## src/rtl/cache_pkg.sv

```systemverilog
// Shared cache-subsystem types: line width default and arbiter encodings.
// Imported by the caches and the lower-memory arbiter.
package cache_pkg;

  localparam int S_LINE = 256;

  typedef enum logic [1:0] {
    IDLE    = 2'd0,
    GRANT_I = 2'd1,
    GRANT_D = 2'd2
  } arb_state_t;

  typedef enum logic {
    SEL_I = 1'b0,
    SEL_D = 1'b1
  } arb_sel_t;

endpackage

```

## src/rtl/arb_watchdog.sv

```systemverilog
// Saturating wait counter for a granted memory transaction.
// Flags expiry in the cycle the count sits at TIMEOUT-1 with no hit.
module arb_watchdog #(
  parameter int TIMEOUT = 1024
) (
  input  logic clk,
  input  logic rst,
  input  logic clear,
  input  logic enable,
  input  logic hit,
  output logic expired
);

  localparam int W = (TIMEOUT > 1) ? $clog2(TIMEOUT) : 1;
  localparam logic [W-1:0] LAST = W'(TIMEOUT - 1);

  logic [W-1:0] count;
  logic         waiting;

  assign waiting = enable & ~hit;
  assign expired = waiting & (count == LAST);

  always_ff @(posedge clk) begin
    if (rst || clear) begin
      count <= '0;
    end else if (waiting && count != LAST) begin
      count <= count + W'(1);
    end
  end

endmodule

```

## src/rtl/cache_mem_arbiter.sv

```systemverilog
// Round-robin arbiter sharing the line-wide memory port between
// the instruction and data caches, with protocol and timeout flags.
module cache_mem_arbiter
  import cache_pkg::*;
#(
  parameter int s_line  = S_LINE,
  parameter int TIMEOUT = 1024
) (
  input  logic              clk,
  input  logic              rst,
  input  logic              i_read,
  input  logic              i_write,
  input  logic [31:0]       i_address,
  input  logic [s_line-1:0] i_wdata,
  output logic [s_line-1:0] i_rdata,
  output logic              i_resp,
  input  logic              d_read,
  input  logic              d_write,
  input  logic [31:0]       d_address,
  input  logic [s_line-1:0] d_wdata,
  output logic [s_line-1:0] d_rdata,
  output logic              d_resp,
  output logic              mem_read,
  output logic              mem_write,
  output logic [31:0]       mem_address,
  output logic [s_line-1:0] mem_wdata,
  input  logic [s_line-1:0] mem_rdata,
  input  logic              mem_resp,
  output logic              err_protocol,
  output logic              err_timeout
);

  arb_state_t state;
  arb_sel_t   sel;
  logic       last_d;
  logic       i_req;
  logic       d_req;
  logic       i_both;
  logic       d_both;
  logic       granted;
  logic       expired;
  logic       proto_bad;

  assign i_req   = i_read | i_write;
  assign d_req   = d_read | d_write;
  assign i_both  = i_read & i_write;
  assign d_both  = d_read & d_write;
  assign granted = (state != IDLE);
  assign sel     = (state == GRANT_D) ? SEL_D : SEL_I;

  // In IDLE any requester is checked; once granted, only the owner.
  assign proto_bad =
    ((state == IDLE)    & (i_both | d_both)) |
    ((state == GRANT_I) & i_both) |
    ((state == GRANT_D) & d_both);

  arb_watchdog #(
    .TIMEOUT(TIMEOUT)
  ) u_watchdog (
    .clk    (clk),
    .rst    (rst),
    .clear  (~granted),
    .enable (granted),
    .hit    (mem_resp),
    .expired(expired)
  );

  always_ff @(posedge clk) begin
    if (rst) begin
      state        <= IDLE;
      last_d       <= 1'b0;
      err_protocol <= 1'b0;
      err_timeout  <= 1'b0;
    end else begin
      if (proto_bad) err_protocol <= 1'b1;
      if (expired)   err_timeout  <= 1'b1;
      unique case (state)
        IDLE: begin
          if (i_req && (!d_req || last_d)) begin
            state  <= GRANT_I;
            last_d <= 1'b0;
          end else if (d_req) begin
            state  <= GRANT_D;
            last_d <= 1'b1;
          end
        end
        GRANT_I, GRANT_D: begin
          if (mem_resp || expired) state <= IDLE;
        end
        default: state <= IDLE;
      endcase
    end
  end

  // Write-back wins when a requester raises both strobes.
  always_comb begin
    mem_read    = 1'b0;
    mem_write   = 1'b0;
    mem_address = '0;
    mem_wdata   = '0;
    i_resp      = 1'b0;
    d_resp      = 1'b0;
    i_rdata     = '0;
    d_rdata     = '0;
    if (granted) begin
      i_rdata = mem_rdata;
      d_rdata = mem_rdata;
      unique case (sel)
        SEL_I: begin
          mem_write   = i_write;
          mem_read    = i_read & ~i_write;
          mem_address = i_address;
          mem_wdata   = i_wdata;
          i_resp      = mem_resp;
        end
        SEL_D: begin
          mem_write   = d_write;
          mem_read    = d_read & ~d_write;
          mem_address = d_address;
          mem_wdata   = d_wdata;
          d_resp      = mem_resp;
        end
      endcase
    end
  end

endmodule

```

## config.mk

```make
export PLATFORM = sky130hd
export DESIGN_NAME = cache_mem_arbiter
export DESIGN_NICKNAME = d
export VERILOG_FILES = /design/src/rtl/cache_pkg.sv /design/src/rtl/arb_watchdog.sv /design/src/rtl/cache_mem_arbiter.sv
export SDC_FILE = /design/constraint.sdc
export NUM_CORES = 1
export LEC_CHECK = 0
export ABC_AREA = 1
export BUFFER_PORTS_ARGS = -buffer_cell sky130_fd_sc_hd__clkbuf_2
export CORE_AREA = 2 2 633 635
export DETAILED_ROUTE_END_ITERATION = 10
export DIE_AREA = 0 0 635 637
export PLACE_DENSITY = 0.3
export SLEW_MARGIN = 20
export SYNTH_ARGS = -nofsm -noshare
export SYNTH_HDL_FRONTEND = slang
export SYNTH_SLANG_ARGS = --single-unit
```

## constraint.sdc

```tcl
create_clock -name clk -period 1.9 [get_ports clk]
set_input_delay 0.285 -clock clk [delete_from_list [all_inputs] [get_ports clk]]
set_output_delay 0.285 -clock clk [all_outputs]
set_load 0.01 [all_outputs]
```

==> run metrics <==
outcome complete, but fails checks; failing checks setup timing; Slowest-stage cell, CP dfxtp_2; Worst-Margin Slew 0.4972 ns; synthesized area 8935 sq um; Worst VDD drop 472.3 uV; Final GP Congestion 0.9318; ys flop type dfxtp_1; RSZ-0062 raised after global routing yes; DRT iter0 DRCs 1400; Reg2Reg Setup Slack 0.07 ns; CP Capture Type primary output; nets@finish 4380; detailed-route wire length per cell 40.77 um; Die Area a little over 400000 sq um; slowest stage delay, CP about 0.35 ns; Root Buffer clkbuf_16; leakage 16.35 nW; All-Layer GR Usage 17.19%; GRT overflow 0; Synth Net Count 2727; Chip Width 635 um; cts bufs inserted 3; reg2reg path depth 10; Post-synth EDFFs 0; DP HPWL between 300000 and 400000 um; Max Clock Freq 425.7 MHz; relative slew slack 66.73%; fin. max-slew vios 0; DR vias/cell 2.399; Most Frequent Cell on Critical Path buf_12; share of cells above drive strength 1 a little under three quarters; Yosys Warn Count 0; Initial Util 2.245%; FF-to-FF End state[0]; Critical Path RT 1.62 ns; synthesized instance count 1884; PortBufs about 1600; fin crit share 123.6%; antenna violations before repair 408; crit-path cells inv_4 -> ha_4 -> nor2_4 -> buf_12 -> buf_16 -> buf_12 -> buf_16 -> buf_8 -> nand2_8 -> nand2_4 -> buf_12; maximum capacitance violations 0; fin cells 8894; Synth cell types 31; Clock Path Buffers 2; ANT nets after route 0; Overall Power between 40 and 50 mW; count of final setup violators 797; Crit path arrival time 2.06 ns; power per cell area 1353 nW/um^2; DRT Pass-1 Iters 5; Die Y around 640 um; layout filler cell count 46870; Synth-to-Final Area Change 288.3%; Fin Clk Skew 0.003303 ns; Fin. Hold Viols 0; syn avg cell area 4.742 sq um; post-synthesis async set-or-reset flop share 0%; CP Capture Point mem_wdata[245]; floorplan row count between 200 and 250; final critical-path required period 2.349 ns; Vias 21330; CTS clock-pin slew for the worst setup and hold paths 0.06 ns; crit path kind reg2out; Crit Path Max Fanout 6; pin count of the biggest net entering global routing 47; Yosys reg bits 15; DR DRC count 0; Critical path origin state[0]; final wirelength 362600 um; H-tree lvl count 1; type of origin of the critical path flop; global-route wire length before repair 410100 um; register area share after synthesis between 3 and 4%; Placed Cells 8653; worst r2r src state[0]; worst min path class in2reg; CTS tree yes; CORE AREA 398000 sq um; vias in the first global route between 20000 and 25000; worst-skew pair later-pin latency 0.25 ns; CTS Sinks 15; Final WS setup -0.4493 ns; Ports 1645
[per-layer routing]
layer,up-vias,share of wire (%),global-route usage (%)
li1,8831,-,-
met1,9852,35,18.02
met2,1639,45,28.15
met3,738,16,12.41
met4,274,2.4,2.796
met5,-,0.51,0
[repair_timing]
item / CTS / global route
cloned: 36 / 11
pin swaps: 81 / 89
gates resized for setup: 792 / 509
setup endpoints to repair: 803 / 805
hold buffers: 0 / 0
setup buffers: 76 / 33
[kinds of logic after synthesis]
family	synth area share, %
buffers and inverters	39.76
AO/OA/AOI/OAI	1.386
adder cells (fa/ha/maj)	0.5602
AND/OR/NAND/NOR	54.64
flip-flops	3.361
XOR/XNOR	0.2941
[cells in the mapped netlist (2+ instances only)]
cell / instances / share of area [%]
xor2_1: 2 / 0.20
o31ai_1: 2 / 0.17
nor2_1: 272 / 11
nand2_1: 604 / 25
inv_1: 274 / 12
buf_4: 258 / 22
buf_2: 84 / 4.7
o22ai_1: 2 / 0.14
nand4_1: 3 / 0.21
buf_1: 8 / 0.34
o21ai_0: 5 / 0.28
nand2_2: 2 / 0.14
o21ai_1: 2 / 0.11
dfxtp_1: 15 / 3.4
nor2_4: 3 / 0.38
clkbuf_1: 30 / 1.3
nand3_1: 293 / 16
a21oi_1: 9 / 0.50
ha_1: 4 / 0.56
[where the power goes]
group | leakage (nW) | internal [mW] | switching [mW]
registers | 0.122 | 0.343 | 0.0195
clock network | 0.0377 | 0.285 | 0.165
logic | 16.2 | 19.2 | 26.9
[cell type report]
class | instances | area (sq um) | share of cell area (%)
antenna | 93 | 232.7 | 0.6707
inverter | 276 | 1051 | 3.029
clock buffer | 3 | 75.07 | 0.2164
multi-input combinational | 1212 | 8950 | 25.79
tap | 5265 | 6588 | 18.99
sequential | 15 | 302.8 | 0.8726
clock inverter | 1 | 7.507 | 0.02164
timing repair buffer | 2029 | 17490 | 50.41
[how the worst min path moves through the flow]
stage	from	to	slack (ns)	cells after the start
global placement	err_timeout	err_timeout	0.46	2
global route	rst	err_timeout	0.38	2
CTS	rst	err_timeout	0.40	2
finish	rst	err_timeout	0.38	2
floorplan	rst	err_timeout	0.35	1
detailed placement	err_timeout	err_timeout	0.46	2
[through the flow]
stage	setup WS [ns]	hold slack [ns]	cell area (sq um)	setup TNS [ns]	utilization, %
floorplan	0.1671	0.3541	8935	0	-
global placement	-0.7728	0.4640	26810	-118.19	6.737
detailed placement	-0.7254	0.4590	26810	-85.82	6.737
CTS	-0.4848	0.3965	32150	-237.05	8.078
global route	-0.4962	0.3835	34560	-270.54	8.684
finish	-0.4493	0.3843	34700	-215.85	8.719
[cell usage in the layout (no fill, tap or decap), types with 2 or more instances in the layout]
master	count
dfxtp_2	2
nand3_2	30
inv_2	2
buf_6	76
clkbuf_2	1322
buf_12	291
dfxtp_1	13
nor2_4	34
nand4_1	3
xor2_1	2
buf_8	39
nand2_1	243
nand2_2	88
nand2_4	178
nand3_4	23
nand3_1	241
nor2_2	12
ha_1	2
clkbuf_8	18
nand2_8	98
bufbuf_16	3
buf_16	50
a21oi_1	9
buf_4	206
o21ai_0	5
diode_2	93
o21ai_1	2
ha_4	2
buf_2	13
inv_1	271
nor2_1	230
clkbuf_16	14
[critical path, delay by kind of cell (launching register included)]
| kind | cells | cell delay (ns) |
|---|---|---|
| buffers and inverters | 7 | 0.93 |
| adders and majority gates | 1 | 0.20 |
| DFF | 1 | 0.35 |
| and+or+nand+nor | 3 | 0.27 |
[sequential cells by signal (all words and copies together) (netlist names)]
name	flops
u_watchdog.count	10
last_d	1
err_timeout	1
err_protocol	1
state	2
Note: power is estimated with default switching activity, not from simulation.
